==> src/rtl/mips_pkg.sv <==
// Shared MIPS definitions: opcode field values, the NOP word and the fetch FSM encoding.
package mips_pkg;
  localparam logic [5:0] OP_RTYPE = 6'h00;
  localparam logic [5:0] OP_J     = 6'h02;
  localparam logic [5:0] OP_JAL   = 6'h03;
  localparam logic [5:0] OP_BEQ   = 6'h04;
  localparam logic [5:0] OP_BNE   = 6'h05;
  localparam logic [5:0] OP_ADDI  = 6'h08;
  localparam logic [5:0] OP_SLTI  = 6'h0A;
  localparam logic [5:0] OP_LB    = 6'h20;
  localparam logic [5:0] OP_LW    = 6'h23;
  localparam logic [5:0] OP_SB    = 6'h28;
  localparam logic [5:0] OP_SW    = 6'h2B;

  localparam logic [31:0] NOP_WORD = 32'h0000_0000;

  typedef enum logic {FETCH, WAIT_ID} fetch_state_t;

  function automatic logic [5:0] opcode(input logic [31:0] w);
    return w[31:26];
  endfunction
endpackage

==> src/rtl/fetch_stage_if.sv <==
// Fetch-stage bus: instruction-memory req/ack, redirect input and the IF/ID handshake to decode.
interface fetch_stage_if;
  logic        imem_req;
  logic [31:0] imem_addr;
  logic        imem_ack;
  logic [31:0] imem_rdata;
  logic        redirect;
  logic [31:0] redirect_target;
  logic        id_valid;
  logic        id_ready;
  logic [31:0] instr;
  logic [5:0]  op;
  logic [31:0] pc_plus4;

  modport master (
    output imem_req, imem_addr, id_valid, instr, op, pc_plus4,
    input  imem_ack, imem_rdata, redirect, redirect_target, id_ready
  );
  modport slave (
    input  imem_req, imem_addr, id_valid, instr, op, pc_plus4,
    output imem_ack, imem_rdata, redirect, redirect_target, id_ready
  );
endinterface

==> src/rtl/ifid_reg.sv <==
// Single-entry valid/ready pipeline register carrying an instruction and its PC+4, with flush.
module ifid_reg
  import mips_pkg::*;
#(
  parameter logic [31:0] NOP_INSTR = NOP_WORD
) (
  input  logic        clk,
  input  logic        reset,
  input  logic        flush,
  input  logic        in_valid,
  input  logic [31:0] in_instr,
  input  logic [31:0] in_pc4,
  output logic        in_ready,
  input  logic        out_ready,
  output logic        out_valid,
  output logic [31:0] out_instr,
  output logic [31:0] out_pc4
);
  logic [31:0] instr_q;

  // Accept when empty, or when the held word drains in the same cycle.
  assign in_ready  = !out_valid || out_ready;
  assign out_instr = out_valid ? instr_q : NOP_INSTR;

  always_ff @(posedge clk) begin
    if (!reset) begin
      out_valid <= 1'b0;
      instr_q   <= NOP_INSTR;
      out_pc4   <= 32'h0;
    end else if (flush) begin
      out_valid <= 1'b0;
    end else if (in_valid && in_ready) begin
      out_valid <= 1'b1;
      instr_q   <= in_instr;
      out_pc4   <= in_pc4;
    end else if (out_ready) begin
      out_valid <= 1'b0;
    end
  end
endmodule

==> src/rtl/fetch_stage.sv <==
// Instruction fetch: owns the PC, issues word reads over req/ack, fills IF/ID, honours redirects.
module fetch_stage
  import mips_pkg::*;
#(
  parameter logic [31:0] RESET_PC  = 32'h0000_0000,
  parameter logic [31:0] NOP_INSTR = NOP_WORD
) (
  input  logic            clk,
  input  logic            reset,
  fetch_stage_if.master   bus
);
  fetch_state_t state;
  logic [31:0]  pc;
  logic         req;
  logic         kill;
  logic         fire;
  logic         ld_rdy;

  assign fire          = req && bus.imem_ack;
  assign bus.imem_req  = req;
  assign bus.imem_addr = pc;
  assign bus.op        = opcode(bus.instr);

  ifid_reg #(.NOP_INSTR(NOP_INSTR)) u_ifid (
    .clk       (clk),
    .reset     (reset),
    .flush     (bus.redirect),
    .in_valid  (fire && !kill),
    .in_instr  (bus.imem_rdata),
    .in_pc4    (pc + 32'd4),
    .in_ready  (ld_rdy),
    .out_ready (bus.id_ready),
    .out_valid (bus.id_valid),
    .out_instr (bus.instr),
    .out_pc4   (bus.pc_plus4)
  );

  always_ff @(posedge clk) begin
    if (!reset) begin
      state <= FETCH;
      pc    <= RESET_PC;
      req   <= 1'b0;
      kill  <= 1'b0;
    end else if (bus.redirect) begin
      pc    <= {bus.redirect_target[31:2], 2'b00};
      state <= FETCH;
      req   <= 1'b1;
      // An ack this cycle retires the old request; otherwise its ack is still owed and must be dropped.
      if (fire)     kill <= 1'b0;
      else if (req) kill <= 1'b1;
    end else begin
      case (state)
        FETCH: begin
          req <= 1'b1;
          if (fire) begin
            if (kill) begin
              kill <= 1'b0;
            end else if (ld_rdy) begin
              pc <= pc + 32'd4;
            end else begin
              // IF/ID is blocked: drop the word without advancing PC, it is refetched later.
              state <= WAIT_ID;
              req   <= 1'b0;
            end
          end
        end
        WAIT_ID: begin
          if (ld_rdy) begin
            state <= FETCH;
            req   <= 1'b1;
          end
        end
      endcase
    end
  end
endmodule

==> src/flat_wrapper.sv <==
// flat-port wrapper written by rule: the top's interface ports become plain ports
module fetch_stage_flat import mips_pkg::*;
#(
  parameter logic [31:0] RESET_PC  = 32'h0000_0000,
  parameter logic [31:0] NOP_INSTR = NOP_WORD
)
  (clk, reset, bus_imem_req, bus_imem_addr, bus_id_valid, bus_instr, bus_op, bus_pc_plus4, bus_imem_ack, bus_imem_rdata, bus_redirect, bus_redirect_target, bus_id_ready);
  fetch_stage_if bus_i ();
  input  logic clk;
  input  logic reset;
  output wire logic [$bits(bus_i.imem_req)-1:0] bus_imem_req;
  output wire logic [$bits(bus_i.imem_addr)-1:0] bus_imem_addr;
  output wire logic [$bits(bus_i.id_valid)-1:0] bus_id_valid;
  output wire logic [$bits(bus_i.instr)-1:0] bus_instr;
  output wire logic [$bits(bus_i.op)-1:0] bus_op;
  output wire logic [$bits(bus_i.pc_plus4)-1:0] bus_pc_plus4;
  input wire logic [$bits(bus_i.imem_ack)-1:0] bus_imem_ack;
  input wire logic [$bits(bus_i.imem_rdata)-1:0] bus_imem_rdata;
  input wire logic [$bits(bus_i.redirect)-1:0] bus_redirect;
  input wire logic [$bits(bus_i.redirect_target)-1:0] bus_redirect_target;
  input wire logic [$bits(bus_i.id_ready)-1:0] bus_id_ready;
  assign bus_imem_req = bus_i.imem_req;
  assign bus_imem_addr = bus_i.imem_addr;
  assign bus_id_valid = bus_i.id_valid;
  assign bus_instr = bus_i.instr;
  assign bus_op = bus_i.op;
  assign bus_pc_plus4 = bus_i.pc_plus4;
  assign bus_i.imem_ack = bus_imem_ack;
  assign bus_i.imem_rdata = bus_imem_rdata;
  assign bus_i.redirect = bus_redirect;
  assign bus_i.redirect_target = bus_redirect_target;
  assign bus_i.id_ready = bus_id_ready;
  fetch_stage #(.RESET_PC(RESET_PC), .NOP_INSTR(NOP_INSTR)) u_core (.clk(clk), .reset(reset), .bus(bus_i));
endmodule
==> config.mk <==
export PLATFORM = sky130hd
export DESIGN_NAME = fetch_stage_flat
export DESIGN_NICKNAME = d
export VERILOG_FILES = /design/src/rtl/mips_pkg.sv /design/src/rtl/fetch_stage_if.sv /design/src/rtl/ifid_reg.sv /design/src/rtl/fetch_stage.sv /design/src/flat_wrapper.sv
export SDC_FILE = /design/constraint.sdc
export NUM_CORES = 1
export LEC_CHECK = 0
export CORE_UTILIZATION = 40
export CTS_BUF_LIST = sky130_fd_sc_hd__clkbuf_16
export DETAILED_ROUTE_END_ITERATION = 12
export PLACE_DENSITY = 0.77
export SYNTH_ARGS = -nofsm -noshare
export SYNTH_HDL_FRONTEND = slang
export SYNTH_SLANG_ARGS = --single-unit
==> constraint.sdc <==
create_clock -name clk -period 1.9 [get_ports clk]
set_input_delay 0.57 -clock clk [delete_from_list [all_inputs] [get_ports clk]]
set_output_delay 0.57 -clock clk [all_outputs]
set_load 0.01 [all_outputs]
==> results.ini <==
[routing]
via_per_inst = 5.24
vias = 4926
ant_nets = 0
routedWlPerCell_um = 15.6
drt_pass1_iterations = 7
drt-total-wl_um = 14700
initialDrtViolationCount = 317
drc_errors = 0

[place]
portBuffers = 166
place_ws_ps = -627
place.gp.congestion = 0.880
dpl.hpwl_um = 10700

[global_route]
antenna_found_initial = 1
grt_max_degree = 34
grt_pass1_wl_um = 22200
grt_overflow = 0
track_usage_pct = 23.5
grt_pass1_vias = 4709

[floorplanning]
die_x_um = 110
initial_utilization_pct = 41.0
ios = 173
core.rowCount = 39
die-area_um2 = 12100
core_um2 = 11400
die_h_um = 110

[setup_path]
required_ps = 1330
reg2reg_slack_ps = 50
end_kind = primary output
critPathLaunch = u_core.u_ifid.out_valid$_SDFFE_PP0P_
criticalPathCategory = reg -> out
cp_max_fo = 17
worstReg2RegEnd = u_core.u_ifid.out_pc4[27]$_SDFFE_PN0P_
arrival_ps = 1290
ff2ff_path_depth = 7
cp-start-kind = register
r2r_start = u_core.bus.imem_addr[8]$_SDFFE_PN0P_

[clock_network]
cts_buffer_depth = 2
clk_pin_slew_ps = 60
cts_hold_buf = 0
worstSkewPairLatency_ps = 340
htree_levels = 3
root_buffer = clkbuf_16
cts_tree = yes
clock_sinks = 96
cts_buffers = 9

[synth]
avgSynthCellArea_um2 = 8.05
synth_cell_type_count = 49
post_synth_xor_area_fraction_pct = 9.57
synth_compound_area_share_pct = 17.2
synthCells = 580
synthArstFlopShare_pct = 0
synthMuxAreaShare_pct = 0.429
yosys_register_bits = 96
synthFlopType = dfxtp_1
yosys.area_share.simple_pct = 24.9
synth_area_um2 = 4670
synth_top_family_by_area = simple AND/OR/NAND/NOR gates
yosysWarnings = 0
ys_seq_area_share_pct = 41.2
synth_fa_ha_area_share_pct = 0.268
synth_edf_count = 0

[min_path]
hold_end = u_core.u_ifid.instr_q[22]$_SDFFE_PN0P_
min_from = u_core.u_ifid.instr_q[22]$_SDFFE_PN0P_
holdPathStages = 2
holdCritPathClass = reg -> reg

[power]
p_clk_share_pct = 37.0
switchingPower_mw = 1.23
swShare_pct = 25.6
pwr-share-seq_pct = 45.6
p_int_mw = 3.58
vdd_drop_max_mv = 0.354
cellLeakagePower_nw = 2.89
p_comb_share_pct = 17.4
powerDensity_nw_per_um2 = 655
power_mw = 4.81

[timing]
fin_crit_ps = 1860
maxSlewViolCount = 0
max_freq_mhz = 537
hold_slack_ps = 450
period_share_pct = 98.0
skew_ps = 6.98
setup_viol = 0
worst_slack_ps = 37.1
grt_setup_unrepaired = true
finalSetupTns_ps = 0
finalHoldViolations = 0

[final_layout]
synthToLayoutAreaGrowth_pct = 57.2
fin_nets = 862
drive_gt1_share_pct = 18.8
nFillCells = 944

[run]
drv_cap = 0

[status]
status = finished clean

## synthesized netlist by cell type, types with 3 or more instances
cell type | n | area share (%)
dfxtp_1 | 96 | 41
nor3_2 | 3 | 0.64
nor3_1 | 10 | 1.1
nand3_1 | 17 | 1.8
inv_1 | 4 | 0.32
nand4_1 | 10 | 1.3
o21ai_0 | 53 | 5.7
nand2_1 | 81 | 6.5
buf_4 | 11 | 1.8
clkbuf_1 | 29 | 2.3
xor2_1 | 18 | 3.4
nor4_1 | 7 | 0.94
xnor2_1 | 33 | 6.2
nor4_2 | 3 | 0.80
nor2_1 | 26 | 2.1
a21oi_1 | 79 | 8.5
or3_1 | 6 | 0.80
a31oi_1 | 5 | 0.67
buf_2 | 10 | 1.1
and2_1 | 34 | 4.6
a211oi_1 | 10 | 1.6
## per-layer routing
| layer | vias to the layer above | global-route usage [%] | wire length [um] |
|---|---|---|---|
| met5 | - | 0 | 0 |
| met3 | 16 | 4.17 | 1210 |
| met2 | 205 | 41.0 | 6980 |
| li1 | 2416 | - | - |
| met4 | 0 | 8.48 | 178 |
| met1 | 2289 | 28.8 | 6300 |
## registers in the layout, summed over array words and instances (netlist names)
signal                   flops
u_core.bus.imem_addr        30
u_core.bus.imem_req          1
u_core.kill                  1
u_core.state                 1
u_core.u_ifid.instr_q       32
u_core.u_ifid.out_pc4       30
u_core.u_ifid.out_valid      1
## metrics by stage
step | instances | cell area (um^2) | utilization, %
CTS | 935 | 7220 | 63.5
finish | 940 | 7340 | 64.5
floorplan | 583 | 4700 | -
global placement | 916 | 6940 | 61.0
global route | 940 | 7340 | 64.5
detailed placement | 916 | 6940 | 61.0
## cell families (layout without fill, tap and decap cells)
group                      count (synthesis)  in the layout
AOI/OAI and AO/OA                        151            151
other                                      1              5
DFF                                       96             96
buffers and inverters                     60            273
and+or+nand+nor                          218            218
adders and majority gates                  1              1
muxes                                      2              2
xor gates and xnor gates                  51             51
## layout by cell type (no fill, tap or decap), types with 3 or more instances in the layout
cell and n:
a211oi_1 10, a21oi_1 79, a31oi_1 5, and2_1 34
buf_12 7, buf_4 76, clkbuf_16 10, clkbuf_2 5
clkdlybuf4s15_1 11, clkdlybuf4s50_1 96, conb_1 4, dfxtp_1 83
dfxtp_2 11, dlygate4sd2_1 54, inv_1 5, nand2_1 80
nand3_1 15, nand4_1 10, nor2_1 25, nor3_1 7
nor3_2 3, nor3_4 3, nor4_2 7, o21ai_0 53
or3_1 6, or4_4 3, xnor2_1 33, xor2_1 18
## power groups by stage
stage / Clock (mW) / Combinational, mW / Sequential [mW]
CTS: 1.80 / 0.824 / 2.19
global placement: 0 / 0.835 / 2.22
global route: 1.91 / 0.903 / 2.20
floorplan: 0 / 0.301 / 2.28
detailed placement: 0 / 0.847 / 2.23
finish: 1.78 / 0.837 / 2.19
## cell type report
| type | instances | area [um^2] | share of cell area [%] |
|---|---|---|---|
| Timing Repair Buffer | 252 | 2330 | 31.7 |
| Tap cell | 143 | 179 | 2.44 |
| Antenna cell | 1 | 2.50 | 0.0341 |
| Sequential cell | 96 | 1940 | 26.5 |
| Multi-Input combinational cell | 427 | 2570 | 35.1 |
| Clock buffer | 9 | 225 | 3.07 |
| Clock inverter | 6 | 62.6 | 0.853 |
| Inverter | 6 | 22.5 | 0.307 |
## critical path: stages (launching register included)
cell and delay, ps:
dfxtp_4 370, buf_12 150, and2_1 160, dlygate4sd2_1 280
## worst max-delay path by stage
stage	end	slack, ps	cells past startpoint
global route	u_core.bus.imem_addr[26]$_SDFFE_PN0P_	-10	7
detailed placement	u_core.bus.imem_addr[27]$_SDFFE_PN0P_	-630	7
CTS	u_core.bus.imem_addr[31]$_SDFFE_PN0P_	5	8
floorplan	u_core.bus.imem_addr[18]$_SDFFE_PN0P_	-5	7
global placement	u_core.bus.imem_addr[27]$_SDFFE_PN0P_	-570	7
finish	bus_instr[25]	40	3
## repair_timing
item | 4_1_cts | 5_1_grt
gates cloned | 0 | 1
setup buffers | 4 | 3
setup endpoints to repair | 151 | 45
resized for setup | 86 | 38
pin swaps | 10 | 10
No activity file was read; power rests on OpenSTA's default activity.
